### config.mk
export PLATFORM = sky130hd
export DESIGN_NAME = pc_fetch_unit
export DESIGN_NICKNAME = d
export VERILOG_FILES = /design/src/rtl/pc_fetch_unit_pkg.sv /design/src/rtl/pc_pending_buf.sv /design/src/rtl/pc_fetch_unit.sv
export SDC_FILE = /design/constraint.sdc
export NUM_CORES = 1
export LEC_CHECK = 0
export CAP_MARGIN = 20
export CORE_MARGIN = 4
export CORE_UTILIZATION = 48
export DETAILED_ROUTE_END_ITERATION = 8
export HOLD_SLACK_MARGIN = 0.05
export PLACE_DENSITY = 0.87
export SKIP_LAST_GASP = 1
export SYNTH_ARGS = -nofsm -noshare
export SYNTH_HDL_FRONTEND = slang
export SYNTH_HIERARCHICAL = 1
export SYNTH_SLANG_ARGS = --single-unit
### constraint.sdc
create_clock -name clk -period 3.31 [get_ports clk]
set_input_delay 0.4965 -clock clk [delete_from_list [all_inputs] [get_ports clk]]
set_output_delay 0.4965 -clock clk [all_outputs]
set_load 0.05 [all_outputs]
### src/rtl/pc_fetch_unit_pkg.sv
`default_nettype none
// ============================================================================
//  Module  : pc_fetch_unit_pkg
//  Brief   : Shared constants, state encodings and helpers for the F-stage PC.
//  Revision: 1.0  initial release
// ============================================================================
package pc_fetch_unit_pkg;

    localparam int                 c_pc_w     = 32;
    localparam logic [c_pc_w-1:0]  c_reset_pc = 32'h0000_3000;
    localparam logic [c_pc_w-1:0]  c_pc_step  = 32'd4;

    localparam logic [0:0] ST_RUN  = 1'b0;
    localparam logic [0:0] ST_HOLD = 1'b1;

    // Instruction fetch is word-granular; low address bits are dropped on load.
    function automatic logic [c_pc_w-1:0] word_align(input logic [c_pc_w-1:0] a);
        return a & ~32'h0000_0003;
    endfunction

    function automatic logic is_misaligned(input logic [1:0] lo);
        return |lo;
    endfunction

endpackage
`default_nettype wire

### src/rtl/pc_pending_buf.sv
`default_nettype none
// ============================================================================
//  Module  : pc_pending_buf
//  Brief   : One-deep redirect target buffer with valid flag (load/clear).
//  Revision: 1.0  initial release
// ============================================================================
module pc_pending_buf
    import pc_fetch_unit_pkg::*;
#(
    parameter int PC_W = c_pc_w
) (
    input  logic            clk,
    input  logic            rst,
    input  logic            i_load,
    input  logic            i_clear,
    input  logic [PC_W-1:0] i_target,
    output logic            o_valid,
    output logic [PC_W-1:0] o_target
);

    logic            r_valid;
    logic [PC_W-1:0] r_target;

    // A load always overwrites: the newest captured redirect is the one kept.
    always_ff @(posedge clk) begin
        if (rst) begin
            r_valid  <= 1'b0;
            r_target <= '0;
        end else if (i_load) begin
            r_valid  <= 1'b1;
            r_target <= i_target;
        end else if (i_clear) begin
            r_valid  <= 1'b0;
            r_target <= '0;
        end
    end

    assign o_valid  = r_valid;
    assign o_target = r_target;

endmodule
`default_nettype wire

### src/rtl/pc_fetch_unit.sv
`default_nettype none
// ============================================================================
//  Module  : pc_fetch_unit
//  Brief   : F-stage program counter with D-stage redirects and stall buffering.
//  Revision: 1.0  initial release
// ============================================================================
module pc_fetch_unit
    import pc_fetch_unit_pkg::*;
#(
    parameter logic [31:0] RESET_PC = c_reset_pc,
    parameter int          PC_W     = c_pc_w
) (
    input  logic            clk,
    input  logic            reset,
    input  logic            stall,
    input  logic            redirect_valid,
    input  logic [PC_W-1:0] redirect_target,
    input  logic            jr_valid,
    input  logic [PC_W-1:0] jr_target,
    output logic [PC_W-1:0] PC_F,
    output logic [PC_W-1:0] PC4_F,
    output logic            pending,
    output logic            adel_f,
    output logic            redirect_clash
);

    logic [0:0]      r_state;
    logic [PC_W-1:0] r_pc;
    logic            r_adel;
    logic            r_clash;

    logic [0:0]      w_state_nxt;
    logic            w_req;
    logic [PC_W-1:0] w_req_tgt;
    logic [PC_W-1:0] w_load_tgt;
    logic            w_pc_load;
    logic            w_pc_step;
    logic [PC_W-1:0] w_pc4;
    logic [PC_W-1:0] w_pc_nxt;
    logic            w_buf_load;
    logic            w_buf_clear;
    logic            w_buf_valid;
    logic [PC_W-1:0] w_buf_target;

    assign w_pc4 = r_pc + c_pc_step;

    pc_pending_buf #(
        .PC_W (PC_W)
    ) u_pending_buf (
        .clk      (clk),
        .rst      (reset),
        .i_load   (w_buf_load),
        .i_clear  (w_buf_clear),
        .i_target (w_req_tgt),
        .o_valid  (w_buf_valid),
        .o_target (w_buf_target)
    );

    always_comb begin
        w_state_nxt = r_state;
        w_pc_load   = 1'b0;
        w_pc_step   = 1'b0;
        w_buf_load  = 1'b0;
        w_buf_clear = 1'b0;
        w_req       = redirect_valid | jr_valid;
        // Branch/jump outranks jr when both arrive together.
        w_req_tgt   = redirect_valid ? redirect_target : jr_target;
        w_load_tgt  = w_req_tgt;

        case (r_state)
            ST_RUN: begin
                if (!stall) begin
                    if (w_req) w_pc_load = 1'b1;
                    else       w_pc_step = 1'b1;
                end else if (w_req) begin
                    w_buf_load  = 1'b1;
                    w_state_nxt = ST_HOLD;
                end
            end
            ST_HOLD: begin
                if (stall) begin
                    w_buf_load = w_req;
                end else begin
                    // A live request is newer than anything buffered.
                    w_buf_clear = 1'b1;
                    w_state_nxt = ST_RUN;
                    if (w_req) begin
                        w_pc_load = 1'b1;
                    end else if (w_buf_valid) begin
                        w_pc_load  = 1'b1;
                        w_load_tgt = w_buf_target;
                    end else begin
                        w_pc_step = 1'b1;
                    end
                end
            end
            default: w_state_nxt = ST_RUN;
        endcase

        if (w_pc_load)      w_pc_nxt = word_align(w_load_tgt);
        else if (w_pc_step) w_pc_nxt = w_pc4;
        else                w_pc_nxt = r_pc;
    end

    always_ff @(posedge clk) begin
        if (reset) begin
            r_state <= ST_RUN;
            r_pc    <= RESET_PC;
            r_adel  <= 1'b0;
            r_clash <= 1'b0;
        end else begin
            r_state <= w_state_nxt;
            r_pc    <= w_pc_nxt;
            r_adel  <= w_pc_load & is_misaligned(w_load_tgt[1:0]);
            r_clash <= redirect_valid & jr_valid;
        end
    end

    assign PC_F           = r_pc;
    assign PC4_F          = w_pc4;
    assign pending        = (r_state == ST_HOLD);
    assign adel_f         = r_adel;
    assign redirect_clash = r_clash;

endmodule
`default_nettype wire

==> impl_metrics.csv, run 1 <==
group,metric,value,unit
power,powerDensity,387,mW/mm^2
timing,fin_crit,3.24,ns
place,portBuffers,131,
route,met3_length,1.38,mm
cts,clockBufferDepth,2,
yosys,synth_common_cells,"nand2_1 (68), dfxtp_1 (66), inv_1 (41), clkbuf_1 (35), mux2_2 (32)",
power,p_sw,852,uW
route,wire_per_inst,18.8,um
yosys,yosys.area.top_type,"dfxtp_1",
place,gp_congestion,0.889,
global_routing,grt_usage,0.259,
route,detail-route-antenna-nets,0,
yosys,async_reset_ff_frac,0,
cts,numClockSinks,66,
power,seqPwrFrac,0.375,
global_routing,grt_max_degree,46,
finish,syn_to_final_growth,39.1,%
route,first_pass_iters,5,
finish,layout-drive-gt1-share,0.208,
yosys,synth-seq-area-share,0.289,
status,status,"completed",
worst_setup_path,crit_family,"simple AND/OR/NAND/NOR gates",
yosys,yosys-top-cells-area,"dfxtp_1 (29%), o32ai_2 (11%), mux2_2 (7.9%)",
cts,cts_root_buf,"clkbuf_8",
worst_setup_path,cp_num_buf_inv,1,
place,dp.cells,784,
timing,setup_viol,0,
timing,layout_worst_path_cycle_share,0.978,
global_routing,overflow,0,
global_routing,grt_pass1_wl,23.5,mm
power,clkPwrFrac,0.304,
route,dr.max_layer_used,"met4",
global_routing,grt_pass1_vias,4543,
cts,clk_pin_slew,0.08,ns
floorplan,dieWidth,106,um
power,leakage,2.30,nW
yosys,synthFlopType,"dfxtp_1",
floorplan,die_area,0.0112,sq mm
timing,whs,0.495,ns
global_routing,antenna_found_initial,0,
power,p_comb_frac,0.321,
cts,cts_inserted_buffers,9,
cts,ctsHoldBuffers,0,
finish,fin_util,0.686,
yosys,syn_inst,557,
power,ir_worst_vdd,0.276,mV
worst_setup_path,slowest_delay,0.64,ns
yosys,synth_area,0.00458,sq mm
worst_setup_path,path_class,"reg2out",
finish,antenna_cells,0,
worst_setup_path,crit_path_cell_trace,"nand3_1, or4_4, or4_4, nor2_2, xor2_4, buf_12",
finish,nets,736,
route,drt_iter0_markers,426,
worst_setup_path,crit_path_max_fanout,7,
yosys,syn_area_per_cell,8.22,sq um
yosys,synth_edf_count,0,
place,dp_slack,0.346,ns
timing,worst_slack,0.0740,ns
yosys,ys_warn_count,6,
timing,finalHoldViolCount,0,
route,wl_met1,6.06,mm
floorplan,io_pins,136,
worst_setup_path,path_common_cell,"or4_4",
route,via_per_inst,6.04,
timing,slew_headroom,0.526,
timing,rsz0062_at_grt,"true",
cts,cts_tree,"done",
yosys,ys_seq_elements,66,
floorplan,fp.coreArea,0.00928,sq mm
cts,htree_levels,3,
route,dr_wl_met2,7.14,mm
worst_setup_path,required,2.81,ns
job,maxCapViolCount,0,
floorplan,initial_core_util,0.493,
route,via_count,4821,
min_path,hold_class,"reg2reg",
timing,slew_viol_final,0,
timing,tightest_slew,0.711,ns
route,drc,0,
timing,fmax,309,MHz
yosys,yosysMostFrequentCell,"nand2_1",
power,power.internal,1.62,mW
floorplan,num_rows,35,
floorplan,die_h,106,um
cts,worstSkewPairLatency,0.35,ns
place,dp_hpwl,10.9,mm
power,totalPowerFinal,2.47,mW
worst_setup_path,cp_slowest_cell,"or4_4",
timing,skew,0.0139,ns
route,drt_wl_total,15.0,mm
yosys,yosysTopAreaCellShare,0.289,
yosys,synth_cell_type_count,60,
finish,fin_cells,798,
worst_setup_path,crit_arrival,2.74,ns
power,swShare,0.345,
worst_setup_path,crit_path_end_kind,"primary output",
worst_setup_path,cp-start-kind,"flop",
[kinds of logic (layout without fill, tap and decap cells)]
family / count (synthesis) / count (layout) / share of synthesized area
XOR/XNOR: 28 / 28 / 0.0536
other: 1 / 4 / 0.000819
multiplexers: 33 / 33 / 0.0809
adder cells (fa/ha/maj): 1 / 1 / 0.00273
AO/OA/AOI/OAI: 148 / 148 / 0.279
AND/OR/NAND/NOR: 184 / 184 / 0.202
flip-flops: 66 / 66 / 0.289
buffers and inverters: 96 / 205 / 0.0924
[power groups by stage]
| stage | Clock, mW | Sequential [mW] | Combinational [mW] |
|---|---|---|---|
| floorplan | 0 | 1.02 | 0.414 |
| global placement | 0 | 0.932 | 0.771 |
| detailed placement | 0 | 0.939 | 0.784 |
| CTS | 0.747 | 0.921 | 0.788 |
| global route | 0.786 | 0.932 | 0.831 |
| finish | 0.750 | 0.925 | 0.793 |
[routing by layer]
| layer | track usage | up-vias |
|---|---|---|
| li1 | - | 2216 |
| met1 | 0.349 | 2289 |
| met2 | 0.416 | 272 |
| met3 | 0.0435 | 44 |
| met4 | 0.0953 | 0 |
| met5 | 0 | - |
[what timing repair did]
item / in CTS / in global routing
setup buffers: 0 / 0
endpoints found under the setup margin: 1 / 5
resized for setup: 1 / 5
[tightest hold or removal path: cells and delay by family (launching register included)]
kind / cells / cell delay, ns
AOI/OAI and AO/OA: 1 / 0.08
DFF: 1 / 0.31
buffers and inverters: 1 / 0.06
[path summary, 6_finish.rpt]
| check | from | end | slack (ns) | depth (start not counted) |
|---|---|---|---|---|
| worst max-delay path | PC_F[11] | PC4_F[31] | 0.07 | 6 |
| worst min-delay path | u_pending_buf/o_target[23] | u_pending_buf/o_target[23] | 0.50 | 2 |
| worst max register to register | PC_F[11] | PC_F[29] | 0.72 | 5 |
| worst min register to register | u_pending_buf/o_target[23] | u_pending_buf/o_target[23] | 0.50 | 2 |
[registers in the layout (all words and copies together) (netlist names)]
signal,count
u_pending_buf/o_target,32
PC_F,30
adel_f,1
pending,1
redirect_clash,1
u_pending_buf/o_valid,1
[cell type report]
| cell class | instances | area [sq um] |
|---|---|---|
| clock inverter | 3 | 65.1 |
| inverter | 42 | 158 |
| tap | 129 | 161 |
| multi-input combinational | 398 | 2990 |
| clock buffer | 11 | 141 |
| timing repair buffer | 149 | 1520 |
| fill | 756 | 2910 |
| sequential | 66 | 1330 |
[stage by stage]
step	instance area, sq um	TNS (ns)
2_1_floorplan	4720	-0.0803
3_3_place_gp	6140	0
3_5_place_dp	6140	0
4_1_cts	6350	0
5_1_grt	6370	-0.0211
6_report	6370	0
[cells in the final DEF, fill, tap and decap left out, types with 16 or more instances in the layout]
cell type        instances
mux2_2                  32
dfxtp_1                 57
o21ai_0                 25
nand3_1                 16
clkdlybuf4s50_1        114
nand2_1                 68
nor2_1                  26
inv_1                   41
buf_4                   24
o32ai_2                 30
a21oi_1                 25
No activity file was read; power rests on OpenSTA's default activity.
==> run 2: changes to the inputs <==
--- a/config.mk
+++ b/config.mk
@@ -11,6 +11,7 @@
 export DETAILED_ROUTE_END_ITERATION = 8
 export HOLD_SLACK_MARGIN = 0.05
 export PLACE_DENSITY = 0.87
+export SETUP_SLACK_MARGIN = 0.4
 export SKIP_LAST_GASP = 1
 export SYNTH_ARGS = -nofsm -noshare
 export SYNTH_HDL_FRONTEND = slang
==> impl_metrics.csv, run 2 (synthesized netlist as in run 1, its figures left out) <==
group,metric,value,unit
status,status,"completed",
min_path,hold_class,"reg2reg",
timing,fin_tns_setup,0,ns
route,first_pass_iters,5,
floorplan,die_h,106,um
floorplan,io_pins,136,
worst_setup_path,crit_path_max_fanout,5,
cts,cts_tree,"done",
worst_setup_path,crit_path_end_kind,"primary output",
global_routing,grt_usage,0.263,
timing,tightest_slew,0.751,ns
place,portBuffers,131,
finish,largest_reg_flops,32,
cts,cts_root_buf,"clkbuf_8",
timing,fmax,331,MHz
timing,finalHoldViolCount,0,
route,drt_wl_total,15.2,mm
floorplan,dieWidth,106,um
cts,clockBufferDepth,2,
route,via_count,4933,
cts,ctsHoldBuffers,0,
floorplan,die_area,0.0112,sq mm
finish,nets,749,
global_routing,antenna_found_initial,0,
place,dp_slack,0.435,ns
floorplan,num_rows,35,
route,wire_per_inst,18.7,um
route,detail-route-antenna-nets,0,
place,dp_hpwl,10.9,mm
timing,slew_viol_final,0,
cts,clk_pin_slew,0.07,ns
job,maxCapViolCount,0,
finish,layout_common_cells,"clkdlybuf4s50_1 (109), nand2_1 (67), dfxtp_1 (53)",
power,powerDensity,362,mW/mm^2
worst_setup_path,rrSetupSlack,0.63,ns
timing,worst_slack,0.288,ns
finish,layout-drive-gt1-share,0.237,
global_routing,grt_max_degree,46,
timing,setup_viol,0,
power,ir_worst_vdd,0.203,mV
power,leakage,2.41,nW
worst_setup_path,path_class,"reg2out",
worst_setup_path,crit_arrival,2.53,ns
timing,fin_crit,3.02,ns
route,drt_iter0_markers,558,
global_routing,grt_pass1_vias,4843,
timing,skew,0.00748,ns
cts,cts_inserted_buffers,9,
place,gp_congestion,0.915,
route,via_per_inst,6.08,
timing,rsz0062_at_grt,"true",
global_routing,overflow,0,
worst_setup_path,required,2.81,ns
cts,numClockSinks,66,
power,totalPowerFinal,2.38,mW
finish,syn_to_final_growth,43.5,%
finish,antenna_cells,0,
finish,final_common_cell,"clkdlybuf4s50_1",
floorplan,initial_core_util,0.493,
route,drc,0,
global_routing,grt_pass1_wl,24.0,mm
cts,worstSkewPairLatency,0.35,ns
worst_setup_path,cp-start-kind,"flop",
timing,slew_headroom,0.500,
floorplan,fp.coreArea,0.00928,sq mm
timing,layout_worst_path_cycle_share,0.913,
cts,htree_levels,3,
[run 2: cell types whose count changed in the layout (fill, tap and decap cells not counted), moves of 2 or more]
cell             before  now
buf_4                24   36
bufinv_16             2    0
clkdlybuf4s50_1     114  109
dfxtp_1              57   53
dfxtp_2               9    2
dfxtp_4               0   11
dlygate4sd2_1         0    4
xnor2_2               4    2
xnor2_4               3    6
xor2_1                8    5
xor2_2                1    4
[run 2: path summary, 6_finish.rpt]
check / startpoint / end / depth (start not counted)
setup / recovery: PC_F[3] / PC4_F[31] / 6
hold / removal: u_pending_buf/o_target[30] / u_pending_buf/o_target[30] / 2
setup reg to reg: PC_F[3] / PC_F[29] / 7
hold reg to reg: u_pending_buf/o_target[30] / u_pending_buf/o_target[30] / 2
[run 2: power by group]
part,switching (mW),leakage [nW],internal (mW)
Clock,0.312,0.0944,0.332
Combinational,0.474,1.77,0.339
Sequential,0.0743,0.550,0.849
Total,0.860,2.41,1.52
[run 2: repair_timing]
item	4_1_cts	5_1_grt
endpoints found under the setup margin	18	14
gates resized for setup	13	3
buffers inserted	10	2
pin swaps	3	5
[run 2: final cells by class]
class	instances	area [sq um]
clock buffer	13	170
clock inverter	2	10.0
fill	682	2710
inverter	42	158
multi-input combinational	398	3080
sequential	66	1370
tap	129	161
timing repair buffer	162	1620
[run 2: routing by layer]
metal  part of all wire  vias up  GRT usage
li1                   -     2244          -
met1               0.40     2352      0.335
met2               0.49      303      0.449
met3              0.089       34     0.0453
met4              0.024        0     0.0907
met5                  0        -          0
[run 2: stage by stage]
step,utilization,cells,area (sq um),hold slack (ns)
floorplan,-,560,4840,0.453
global placement,0.674,785,6250,0.463
detailed placement,0.674,785,6250,0.472
CTS,0.705,810,6540,0.472
global route,0.708,812,6570,0.489
finish,0.708,812,6570,0.487
[run 2: critical path, stage by stage, from the launching register on]
cell and delay, ns:
dfxtp_4 0.37, nand4_1 0.16, or4_4 0.61, or4_4 0.55
nor2_4 0.17, xor2_4 0.18, buf_12 0.15
==> run 3: changes to the inputs <==
--- a/config.mk
+++ b/config.mk
@@ -8,10 +8,11 @@
 export CAP_MARGIN = 20
 export CORE_MARGIN = 4
 export CORE_UTILIZATION = 48
+export CTS_CLUSTER_DIAMETER = 40
 export DETAILED_ROUTE_END_ITERATION = 8
 export HOLD_SLACK_MARGIN = 0.05
 export PLACE_DENSITY = 0.87
-export SETUP_SLACK_MARGIN = 0.4
+export SETUP_SLACK_MARGIN = 0.5
 export SKIP_LAST_GASP = 1
 export SYNTH_ARGS = -nofsm -noshare
 export SYNTH_HDL_FRONTEND = slang
==> impl_metrics.csv, run 3 (synthesized netlist as in run 1, its figures left out) <==
group,metric,value,unit
cts,cts_tree,"done",
min_path,min_from,"u_pending_buf/o_target[30]",
global_routing,grt_pass1_wl,24.4,mm
finish,nFillCells,661,
worst_setup_path,crit_path_max_fanout,4,
finish,antenna_cells,0,
route,drt_iter0_markers,519,
finish,largest_reg_flops,32,
cts,clockBufferDepth,2,
floorplan,dieWidth,106,um
finish,nets,761,
worst_setup_path,worstReg2RegEnd,"PC_F[29]",
route,wire_per_inst,19.4,um
finish,fin_util,0.723,
finish,final_area,0.00671,sq mm
finish,layout_common_cells,"clkdlybuf4s50_1 (106), nand2_1 (67), dfxtp_1 (51)",
timing,fin_tns_setup,0,ns
power,clkPwrFrac,0.282,
cts,clk_pin_slew,0.08,ns
floorplan,die_h,106,um
timing,slew_viol_final,0,
worst_setup_path,path_class,"reg2out",
place,dp_hpwl,11.0,mm
power,powerDensity,363,mW/mm^2
timing,setup_viol,0,
place,portBuffers,131,
power,seqPwrFrac,0.377,
power,power.internal,1.56,mW
cts,htree_levels,3,
finish,multiInputGateArea,0.00312,sq mm
floorplan,initial_core_util,0.493,
route,detail-route-antenna-nets,0,
worst_setup_path,crit_path_end_kind,"primary output",
status,status,"completed",
power,leakage,2.51,nW
global_routing,antenna_found_initial,0,
cts,worstSkewPairLatency,0.34,ns
worst_setup_path,r2r-start,"PC_F[3]",
floorplan,fp.coreArea,0.00928,sq mm
power,ir_worst_vdd,0.176,mV
floorplan,die_area,0.0112,sq mm
cts,cts_inserted_buffers,9,
min_path,hold_class,"reg2reg",
timing,fmax,331,MHz
global_routing,grt_usage,0.269,
global_routing,grt_max_degree,43,
route,via_count,5108,
floorplan,io_pins,136,
finish,seqCellArea,0.00137,sq mm
cts,numClockSinks,66,
power,p_sw,876,uW
timing,rsz0062_at_grt,"true",
finish,syn_to_final_growth,46.6,%
timing,slew_headroom,0.599,
cts,cts_root_buf,"clkbuf_8",
finish,fin_cells,825,
place,gp_congestion,0.921,
global_routing,grt_pass1_vias,4846,
min_path,hold_path_end,"u_pending_buf/o_target[30]",
finish,final_common_cell,"clkdlybuf4s50_1",
timing,layout_worst_path_cycle_share,0.913,
cts,ctsHoldBuffers,0,
global_routing,overflow,0,
min_path,hold_depth,2,
route,first_pass_iters,5,
worst_setup_path,required,2.81,ns
place,dp.cells,785,
timing,whs,0.487,ns
worst_setup_path,r2r_cells,6,
route,via_per_inst,6.19,
route,drc,0,
worst_setup_path,crit_arrival,2.53,ns
worst_setup_path,rrSetupSlack,0.67,ns
worst_setup_path,cp-start-kind,"flop",
floorplan,num_rows,35,
timing,skew,0.0121,ns
finish,layout-drive-gt1-share,0.263,
power,swShare,0.359,
timing,tightest_slew,0.599,ns
timing,fin_crit,3.02,ns
power,p_comb_frac,0.340,
job,maxCapViolCount,0,
timing,finalHoldViolCount,0,
route,drt_wl_total,16.0,mm
place,dpl_cell_area,0.00631,sq mm
==> run 3: routing by layer <==
metal,track usage,wire [um],share of wire
met2,0.451,7530,0.47
met3,0.0459,1660,0.10
met4,0.131,804,0.050
met5,0,0,0
met1,0.332,5980,0.37
==> run 3: layout make-up <==
class	instances	area share
Clock inverter	3	0.00596
Sequential cell	66	0.204
Clock buffer	13	0.0222
Timing Repair Buffer	174	0.256
Tap cell	129	0.0240
Inverter	42	0.0235
Multi-Input combinational cell	398	0.465
==> run 3: worst max-delay path by stage <==
stage,start,to,slack (ns),cells after the start
detailed placement,PC_F[12],PC4_F[31],0.57,6
CTS,PC_F[2],PC4_F[31],0.32,6
global placement,PC_F[12],PC4_F[17],0.60,5
floorplan,PC_F[4],PC4_F[31],0.36,8
finish,PC_F[3],PC4_F[27],0.29,6
global route,PC_F[12],PC4_F[27],0.26,6
==> run 3: critical path: stages, from the launching register on <==
cell and delay, ns:
dfxtp_4 0.38, nand4_1 0.18, or4_4 0.60, buf_4 0.17
or4_4 0.53, xnor2_4 0.18, buf_12 0.15
==> run 3: per-stage QoR <==
stage / setup slack [ns] / power, mW
2_1_floorplan: 0.362 / 1.44
3_3_place_gp: 0.596 / 1.72
3_5_place_dp: 0.568 / 1.74
4_1_cts: 0.319 / 2.41
5_1_grt: 0.257 / 2.51
6_report: 0.287 / 2.44
==> run 3: what timing repair did <==
item,CTS,global route
resized for setup,16,13
setup buffers,20,4
endpoints found under the setup margin,22,21
pin swaps,6,7
==> run 3: power groups by stage <==
stage	combinational (mW)	sequential, mW	clock, mW
after floorplan	0.422	1.02	0
after global placement	0.781	0.935	0
after detailed placement	0.796	0.941	0
after CTS	0.811	0.918	0.681
after global routing	0.867	0.928	0.711
final	0.830	0.921	0.689
